--- src/rtl/xentry_pkg.sv ---
// Shared memory-request types plus the write-buffer FSM states and entry layout.
package xentry_pkg;

   typedef enum logic [1:0] {
      LOAD    = 2'd0,
      STORE   = 2'd1,
      CLFLUSH = 2'd2
   } memory_operation_e;

   typedef enum logic [1:0] {
      IDLE      = 2'd0,
      DRAIN     = 2'd1,
      LOAD_MISS = 2'd2
   } wbuf_state_e;

   localparam int WBUF_XLEN = 32;

   // Canonical entry layout for the default 32-bit build.
   typedef struct packed {
      logic                 valid;
      logic [WBUF_XLEN-1:2] addr;
      logic [WBUF_XLEN-1:0] data;
   } wbuf_entry_t;

endpackage

--- src/rtl/l2_wbuf_entry_array.sv ---
// Write-buffer entry storage with associative word match, tail allocate,
// in-place coalesce and head invalidate.
module l2_wbuf_entry_array #(
   parameter int  XLEN  = 32,
   parameter int  DEPTH = 4,
   localparam int IW    = $clog2(DEPTH)
) (
   input  logic             clk,
   input  logic             reset,
   input  logic [XLEN-1:2]  lookup_word,
   output logic [DEPTH-1:0] hit_vec,
   output logic [IW-1:0]    hit_index,
   output logic [XLEN-1:0]  hit_data,
   input  logic [IW-1:0]    head_index,
   output logic [XLEN-1:0]  head_address,
   output logic [XLEN-1:0]  head_data,
   input  logic             alloc_en,
   input  logic [IW-1:0]    alloc_index,
   input  logic             coalesce_en,
   input  logic [XLEN-1:0]  write_data,
   input  logic             invalidate_en
);

   typedef struct packed {
      logic            valid;
      logic [XLEN-1:2] addr;
      logic [XLEN-1:0] data;
   } entry_t;

   entry_t entries [DEPTH];

   // Coalescing guarantees at most one valid entry per word, so the hit vector is one-hot.
   always_comb begin
      hit_vec   = '0;
      hit_index = '0;
      hit_data  = '0;
      for (int i = 0; i < DEPTH; i++) begin
         if (entries[i].valid && (entries[i].addr == lookup_word)) begin
            hit_vec[i] = 1'b1;
            hit_index  = IW'(i);
            hit_data   = entries[i].data;
         end
      end
   end

   assign head_address = {entries[head_index].addr, 2'b00};
   assign head_data    = entries[head_index].data;

   always_ff @(posedge clk or posedge reset) begin
      if (reset) begin
         for (int i = 0; i < DEPTH; i++) begin
            entries[i] <= '0;
         end
      end else begin
         for (int i = 0; i < DEPTH; i++) begin
            if (alloc_en && (alloc_index == IW'(i))) begin
               entries[i].valid <= 1'b1;
               entries[i].addr  <= lookup_word;
               entries[i].data  <= write_data;
            end else if (coalesce_en && (hit_index == IW'(i))) begin
               entries[i].data <= write_data;
            end else if (invalidate_en && (head_index == IW'(i))) begin
               entries[i].valid <= 1'b0;
            end
         end
      end
   end

endmodule

--- src/rtl/l2_write_buffer.sv ---
// L2-side write buffer: absorbs dcache stores, coalesces, forwards loads, drains to memory.
// Define WBUF_PERF_COUNTERS_EN to build the coalesce/forward performance counters.
module l2_write_buffer
   import xentry_pkg::*;
#(
   parameter int XLEN  = 32,
   parameter int DEPTH = 4
) (
   input  logic              clk,
   input  logic              reset,
   input  logic [XLEN-1:0]   l2_req_address,
   input  memory_operation_e l2_req_type,
   input  logic              l2_req_valid,
   input  logic [XLEN-1:0]   l2_word_to_store,
   output logic [XLEN-1:0]   l2_fetched_word,
   output logic              l2_req_fulfilled,
   output logic [XLEN-1:0]   mem_req_address,
   output memory_operation_e mem_req_type,
   output logic              mem_req_valid,
   output logic [XLEN-1:0]   mem_word_to_store,
   input  logic [XLEN-1:0]   mem_fetched_word,
   input  logic              mem_req_fulfilled,
   output logic              wbuf_empty,
   output logic [31:0]       perf_coalesce_count,
   output logic [31:0]       perf_forward_count
);

   localparam int IW = $clog2(DEPTH);
   localparam int CW = $clog2(DEPTH) + 1;

   wbuf_state_e      state, state_next;
   logic [IW-1:0]    head, tail;
   logic [CW-1:0]    count, count_next;
   logic [DEPTH-1:0] hit_vec;
   logic [IW-1:0]    hit_index;
   logic [XLEN-1:0]  hit_data, head_address, head_data;
   logic             hit, head_busy, full, active;
   logic             is_store, is_load, is_flush;
   logic             coalesce, enqueue, pop, load_fwd, load_miss;

   l2_wbuf_entry_array #(
      .XLEN  (XLEN),
      .DEPTH (DEPTH)
   ) entry_array (
      .clk           (clk),
      .reset         (reset),
      .lookup_word   (l2_req_address[XLEN-1:2]),
      .hit_vec       (hit_vec),
      .hit_index     (hit_index),
      .hit_data      (hit_data),
      .head_index    (head),
      .head_address  (head_address),
      .head_data     (head_data),
      .alloc_en      (enqueue),
      .alloc_index   (tail),
      .coalesce_en   (coalesce),
      .write_data    (l2_word_to_store),
      .invalidate_en (pop)
   );

   assign active   = l2_req_valid && !reset;
   assign is_store = active && (l2_req_type == STORE);
   assign is_load  = active && (l2_req_type == LOAD);
   assign is_flush = active && (l2_req_type == CLFLUSH);

   // The head entry is frozen while it is on the memory bus, so a store to it waits for the pop.
   assign hit       = |hit_vec;
   assign head_busy = (state == DRAIN) && hit && (hit_index == head);
   assign full      = (count == CW'(DEPTH));
   assign coalesce  = is_store && hit && !head_busy;
   assign enqueue   = is_store && !hit && !full;
   assign pop       = (state == DRAIN) && mem_req_fulfilled;
   assign load_fwd  = is_load && hit;
   assign load_miss = is_load && !hit;

   assign count_next = count + CW'(enqueue) - CW'(pop);

   always_comb begin
      state_next = state;
      case (state)
         IDLE: begin
            if (load_miss) begin
               state_next = LOAD_MISS;
            end else if (count != '0) begin
               state_next = DRAIN;
            end
         end
         DRAIN:     if (mem_req_fulfilled) state_next = IDLE;
         LOAD_MISS: if (mem_req_fulfilled) state_next = IDLE;
         default:   state_next = IDLE;
      endcase
   end

   always_ff @(posedge clk or posedge reset) begin
      if (reset) begin
         state      <= IDLE;
         head       <= '0;
         tail       <= '0;
         count      <= '0;
         wbuf_empty <= 1'b1;
      end else begin
         state      <= state_next;
         head       <= head + IW'(pop);
         tail       <= tail + IW'(enqueue);
         count      <= count_next;
         wbuf_empty <= (count_next == '0);
      end
   end

   assign mem_req_valid     = (state == DRAIN) || (state == LOAD_MISS);
   assign mem_req_type      = (state == LOAD_MISS) ? LOAD : STORE;
   assign mem_req_address   = (state == LOAD_MISS) ? l2_req_address : head_address;
   assign mem_word_to_store = head_data;

   // Load misses are answered straight from the memory port while the FSM owns the request.
   always_comb begin
      l2_req_fulfilled = 1'b0;
      l2_fetched_word  = '0;
      if (is_store) begin
         l2_req_fulfilled = coalesce || enqueue;
      end else if (load_fwd) begin
         l2_req_fulfilled = 1'b1;
         l2_fetched_word  = hit_data;
      end else if (load_miss && (state == LOAD_MISS)) begin
         l2_req_fulfilled = mem_req_fulfilled;
         l2_fetched_word  = mem_fetched_word;
      end else if (is_flush) begin
         l2_req_fulfilled = (count == '0) && (state == IDLE);
      end
   end

`ifdef WBUF_PERF_COUNTERS_EN
   logic [31:0] coalesce_count, forward_count;

   always_ff @(posedge clk or posedge reset) begin
      if (reset) begin
         coalesce_count <= '0;
         forward_count  <= '0;
      end else begin
         coalesce_count <= coalesce_count + 32'(coalesce);
         forward_count  <= forward_count + 32'(load_fwd);
      end
   end

   assign perf_coalesce_count = coalesce_count;
   assign perf_forward_count  = forward_count;
`else
   assign perf_coalesce_count = '0;
   assign perf_forward_count  = '0;
`endif

endmodule

--- config.mk ---
export PLATFORM = sky130hd
export DESIGN_NAME = l2_write_buffer
export DESIGN_NICKNAME = d
export VERILOG_FILES = /design/src/rtl/xentry_pkg.sv /design/src/rtl/l2_wbuf_entry_array.sv /design/src/rtl/l2_write_buffer.sv
export SDC_FILE = /design/constraint.sdc
export NUM_CORES = 1
export LEC_CHECK = 0
export ABC_AREA = 1
export BUFFER_PORTS_ARGS = -buffer_cell sky130_fd_sc_hd__clkbuf_2
export CORE_MARGIN = 1
export CORE_UTILIZATION = 39
export DETAILED_ROUTE_END_ITERATION = 6
export GPL_TIMING_DRIVEN = 0
export PLACE_DENSITY = 0.63
export SLEW_MARGIN = 20
export SYNTH_ARGS = -nofsm -noshare
export SYNTH_HDL_FRONTEND = slang
export SYNTH_HIERARCHICAL = 1
export SYNTH_SLANG_ARGS = --single-unit
--- constraint.sdc ---
create_clock -name clk -period 9 [get_ports clk]
set_clock_uncertainty 0.15 [all_clocks]
set_input_delay 1.35 -clock clk [delete_from_list [all_inputs] [get_ports clk]]
set_output_delay 1.35 -clock clk [all_outputs]
set_load 0.01 [all_outputs]
# Word-level counts from Yosys, hierarchy flattened
# Cells that the tools add are included.
dict set report op_classes {
  addsub 4
  order_cmp 1
  n_eq_ne 25
  n_mux 47
  n_bitwise 1
  reduce_logical 60
}
# operator count
set op_table {}
lappend op_table {{32-bit 2-to-1 mux} 16}
lappend op_table {{63-bit binary-select mux with 2-bit select} 1}
lappend op_table {{62-bit 2-to-1 mux} 2}
lappend op_table {{30-bit equality test} 4}
lappend op_table {{1-bit logical AND} 31}
lappend op_table {{1-bit 2-to-1 mux} 22}
lappend op_table {{2-bit equality test, second input constant} 8}
lappend op_table {{2-bit nonzero test} 8}
lappend op_table {{2-bit by 1-bit equality test with 1-bit output, second input constant} 5}
lappend op_table {{2-bit logical NOT} 5}
lappend op_table {{2-bit 2-to-1 mux} 5}
lappend op_table {{2-bit by 1-bit inequality test with 1-bit output, second input constant} 5}
lappend op_table {{2-bit AND reduction} 5}
lappend op_table {{3-bit logical NOT} 2}
lappend op_table {{2-bit by 1-bit adder with 2-bit output} 2}
lappend op_table {{1-bit logical NOT} 4}
lappend op_table {{2-bit one-hot mux with 2 select lines} 1}
lappend op_table {{4-bit OR reduction} 1}
lappend op_table {{3-bit by 1-bit adder with 3-bit output} 1}
lappend op_table {{3-bit equality test, second input constant} 1}
lappend op_table {{3-bit greater-or-equal comparator, second input constant} 1}
lappend op_table {{3-bit inequality test, second input constant} 1}
lappend op_table {{2-bit NOT with 3-bit output} 1}
lappend op_table {{3-bit nonzero test} 1}
lappend op_table {{other kinds (4)} 5}
dict set report totals {
  register_bits 262
  wordCells 155
}

# Logic depth before layout (Yosys ltp)
dict set report depth {
  word_depth 12
  depth_mapped 24
  ltp_nobuf 23
}

# Cells and area by module
# Netlist, hierarchy kept.
# module n_inst cells_each area_per_inst_um2
set modules_own_cells {}
lappend modules_own_cells {l2_wbuf_entry_array 1 2052 14328.7}
lappend modules_own_cells {l2_write_buffer 1 372 2124.5}

# Least setup slack after synthesis
# No wires, ideal clock.
dict set report synth_timing {
  path_type {input -> output}
  from {input l2_req_address[12]}
  to {output l2_fetched_word[0]}
  arrival_ns 3.188
  t_required_ns 7.500
  path_slack_ns 4.312
  path_stages 16
  path_cell_list {buf_2 -> inv_2 -> nand2_1 -> nand2_1 -> a21oi_1 -> nand2_1 -> nor2_1 -> nand2_1 -> nor2_2 -> buf_2 -> buf_2 -> nor2_2 -> nand2_4 -> clkbuf_1 -> nand3_1 -> nand2_1}
}
dict set report synth_via {
  elab_chain_cells 10
  word_cells_on_any_way 24
  cone_classes {eq/ne: 4; mux: 11; reduce/logical: 9}
}
# item line
set synth_rtl {}
lappend synth_rtl {{start, declared} l2_write_buffer.sv:11} ;# input logic [XLEN-1:0] l2_req_address,
lappend synth_rtl {{30-bit equality test (*)} l2_wbuf_entry_array.sv:38} ;# if (entries[i].valid && (entries[i].addr == lookup_word)) begin
lappend synth_rtl {{1-bit logical AND (*)} l2_wbuf_entry_array.sv:38}
lappend synth_rtl {{1-bit 2-to-1 mux (*)} l2_wbuf_entry_array.sv:38}
lappend synth_rtl {{named net hit_vec[3]} l2_write_buffer.sv:34} ;# logic [DEPTH-1:0] hit_vec;
lappend synth_rtl {{4-bit OR reduction (*)} l2_write_buffer.sv:67} ;# assign hit = |hit_vec;
lappend synth_rtl {{1-bit logical NOT} l2_write_buffer.sv:74} ;# assign load_miss = is_load && !hit;
lappend synth_rtl {{1-bit logical AND} l2_write_buffer.sv:74}
lappend synth_rtl {{1-bit logical AND} l2_write_buffer.sv:124} ;# end else if (load_miss && (state == LOAD_MISS)) begin
lappend synth_rtl {{32-bit 2-to-1 mux} l2_write_buffer.sv:124}
lappend synth_rtl {{32-bit 2-to-1 mux (*)} l2_write_buffer.sv:121} ;# end else if (load_fwd) begin
lappend synth_rtl {{32-bit 2-to-1 mux (*)} l2_write_buffer.sv:119} ;# if (is_store) begin
lappend synth_rtl {{end, declared} l2_write_buffer.sv:15} ;# output logic [XLEN-1:0] l2_fetched_word,
# The timed path passes the listed nets; every way through them passes the cells marked *.

# Worst setup path after layout
dict set report layout_timing {
  from {input l2_req_address[12]}
  to {output l2_fetched_word[29]}
}
# The elaborated chain is that of the path after synthesis.

==> impl_metrics.tcl <==
set metrics [dict create \
    syn_area_um2 16500 \
    synthesis.area_per_instance_um2 6.79 \
    cp.depth 18 \
    postSynth.asyncResetShare_pct 100 \
    end_kind "primary output" \
    path_class "input port to primary output" \
    post_cts_buffers 0 \
    worstPathCellList "clkbuf_2 > buf_2 > inv_2 > nand2_1 > nand2_1 > a21oi_1 > nand2_1 > nor2_1 > nand2_1 > nor2_2 > buf_2 > buf_2 > nor2_2 > nand2_4 > clkbuf_1 > nand3_1 > nand2_1 > clkbuf_2" \
    yosys-top-cells-count "nand2_1 (912), nand3_1 (263), dfrtp_1 (261), inv_1 (230), o21ai_0 (171)" \
    start_util_pct 39.9 \
    crit_path_start_kind "input port" \
    rr_startpoint "entry_array/entries[42]" \
    final_antenna_net_count 0 \
    synth-seq-area-share_pct 39.9 \
    min-delay-start "entry_array/entries[106]" \
    cp.required_ps 7500 \
    critical-path-max-stage-delay_ps 600 \
    fin_hold_ws_ps 342 \
    die_width_um 207 \
    synth_cells 2424 \
    vias 17500 \
    path_clk_slew_ps 60 \
    peakVddDrop_mv 0.161 \
    crit_path_end "l2_fetched_word[29]" \
    die_h_um 207 \
    rsz0062_at_grt "no" \
    synth-seq-cells 262 \
    yosys.area.top_type "dfrtp_1" \
    cap_viol_max_count 0 \
    max_freq_mhz 154 \
    synth.most_common_cell "nand2_1" \
    numCtsBuffers 31 \
    min_path_type "flip-flop to flip-flop" \
    cts_tree "done" \
    setup_viol 0 \
    place_inst 3224 \
    clock_latency_ps 590 \
    arrival_ps 4990 \
    synthFlopType "dfrtp_1" \
    final_util_pct 47.2 \
    cts_sinks 262 \
    wl_per_cell_um 19.5 \
    dp_hpwl_mm 46.0 \
    grt_max_degree 93 \
    worst-path-buf-inv 7 \
    layout_min_cycle_time_ps 6490 \
    finalHoldViolCount 0 \
    place_congestion 0.983 \
    critPathTopFamily "buffers and inverters" \
    netlist.area_leader.share_pct 39.7 \
    cts-root-buf "clkbuf_16" \
    htree_levels 1 \
    dr.pass1.iters 6 \
    critical_path.startpoint "l2_req_address[12]" \
    slowest_stage "clkbuf_1" \
    worst_slew_pin_slew_ps 961 \
    area_growth_pct 18.3 \
    slew_viol_final 0 \
    regToRegSetupSlack_ps 4200 \
    vias_per_cell 5.32 \
    yosysUniqueCellTypes 34 \
    rr_worst_depth 20 \
    cts_buffer_depth 3 \
    cts-hold-fix-buffers 0 \
    fin_setup_tns_ps 0 \
    yosysWarningCount 6 \
    dieArea_um2 43000 \
    ios 267 \
    timing.final.ws_setup_ps 2510 \
    port_buffers 201 \
    fin_crit_sh_pct 72.1 \
    synth_edf_count 0 \
    synth_area_leaders "dfrtp_1 (40%), nand2_1 (21%), nand3_1 (8.0%)" \
    drt_wl_total_mm 64.1 \
    crit_fanout 10 \
    grtUsageTotal_pct 29.3 \
    drive_gt1_share_pct 15.7 \
    nets 2835 \
    final_cell_count_no_fill 3284 \
    rows 74 \
    first_iter_violations 1892 \
    r2r_end "entry_array/entries[241]" \
    antenna_found_initial 2 \
    cp_common_cell "nand2_1" \
    grt-ovfl-total 0 \
    drc 0 \
    grt_pass1_wl_mm 97.1 \
    post_cts_resized 0 \
    power_density_nw_per_um2 290 \
    coreArea_um2 41200 \
    grt_pass1_vias 16000 \
    max_slew_margin_pct 35.9 \
    status "finished clean" \
    p_leak_nw 10.4 \
    dpl_worst_slack_ps 2630 \
]
## state kept, by name, indices dropped and copies added, names as in the netlist
name	flops
entry_array/entries	252
count	3
head	2
state	2
tail	2
wbuf_empty	1
## cells by family (layout without fill, tap and decap cells)
family	after synthesis	count (layout)	share of synthesized area (%)
AO/OA/AOI/OAI	329	329	12.0
buffers and inverters	463	724	12.9
flip-flops	262	262	39.9
XOR/XNOR	28	28	1.49
adder cells (fa/ha/maj)	8	8	0.654
other	2	69	0.0456
AND/OR/NAND/NOR	1332	1332	33.1
## cell type report
| type | instances | area, µm² |
|---|---|---|
| fillers | 4261 | 21700 |
| repair buffers | 203 | 1060 |
| multi-input cells | 1764 | 8020 |
| well taps | 532 | 666 |
| plain buffers | 201 | 1140 |
| flip-flops and latches | 262 | 6560 |
| clock buffers | 40 | 870 |
| inverters | 262 | 991 |
| clock inverters | 18 | 151 |
| diodes | 2 | 5.00 |
## through the flow
stage | area [µm²] | power, mW
after floorplan | 16700 | 3.39
after global placement | 18400 | 4.28
after detailed placement | 18400 | 4.33
after CTS | 19500 | 5.61
after global routing | 19500 | 5.98
final | 19500 | 5.64
## worst min-delay path, cell delays in order, from the launching register on
cell     delay, ps
dfrtp_1        340
nand2_1         50
o21ai_0         70
## per-layer routing
layer  vias to the layer above  global-route usage [%]  wire length [µm]
met5                         -                       0                 0
met1                      8193                    40.1             26600
met4                         0                    11.9              2590
li1                       8183                       -                 -
met3                       164                    4.90              6120
met2                       941                    46.1             28700
## report_power, final
part | internal, mW | leakage (nW) | switching (mW)
Clock | 0.736 | 0.509 | 0.526
Combinational | 0.802 | 6.60 | 1.54
Sequential | 1.65 | 3.32 | 0.394
## cell usage in the layout, fill, tap and decap left out, types with 2 or more instances in the layout
master	instances
nand2_1	912
nand3_1	263
dfrtp_1	261
inv_1	229
clkbuf_2	201
o21ai_0	171
nor2_1	128
buf_4	79
clkbuf_1	74
conb_1	67
a22oi_1	58
buf_2	39
o211ai_1	36
a21oi_1	33
clkbuf_16	31
inv_2	30
o221ai_1	22
xnor2_1	18
clkinv_2	12
xor2_1	10
nand2_2	8
nand4_1	8
buf_1	7
ha_1	7
clkbuf_8	6
nor2_2	5
buf_6	5
o22ai_1	4
o21ai_1	4
nand3_2	3
clkinvlp_4	3
diode_2	2
nor2_4	2
clkinv_1	2
bufinv_16	2
buf_16	2
## worst min path at each step
stage | to | slack (ps) | cells past startpoint
3_3_place_gp | entry_array/entries[106] | 320 | 2
6_report | entry_array/entries[106] | 340 | 2
3_5_place_dp | entry_array/entries[106] | 330 | 2
4_1_cts | entry_array/entries[106] | 340 | 2
2_1_floorplan | entry_array/entries[125] | 290 | 2
5_1_grt | entry_array/entries[60] | 370 | 2
Note: power is estimated with default switching activity, not from simulation.
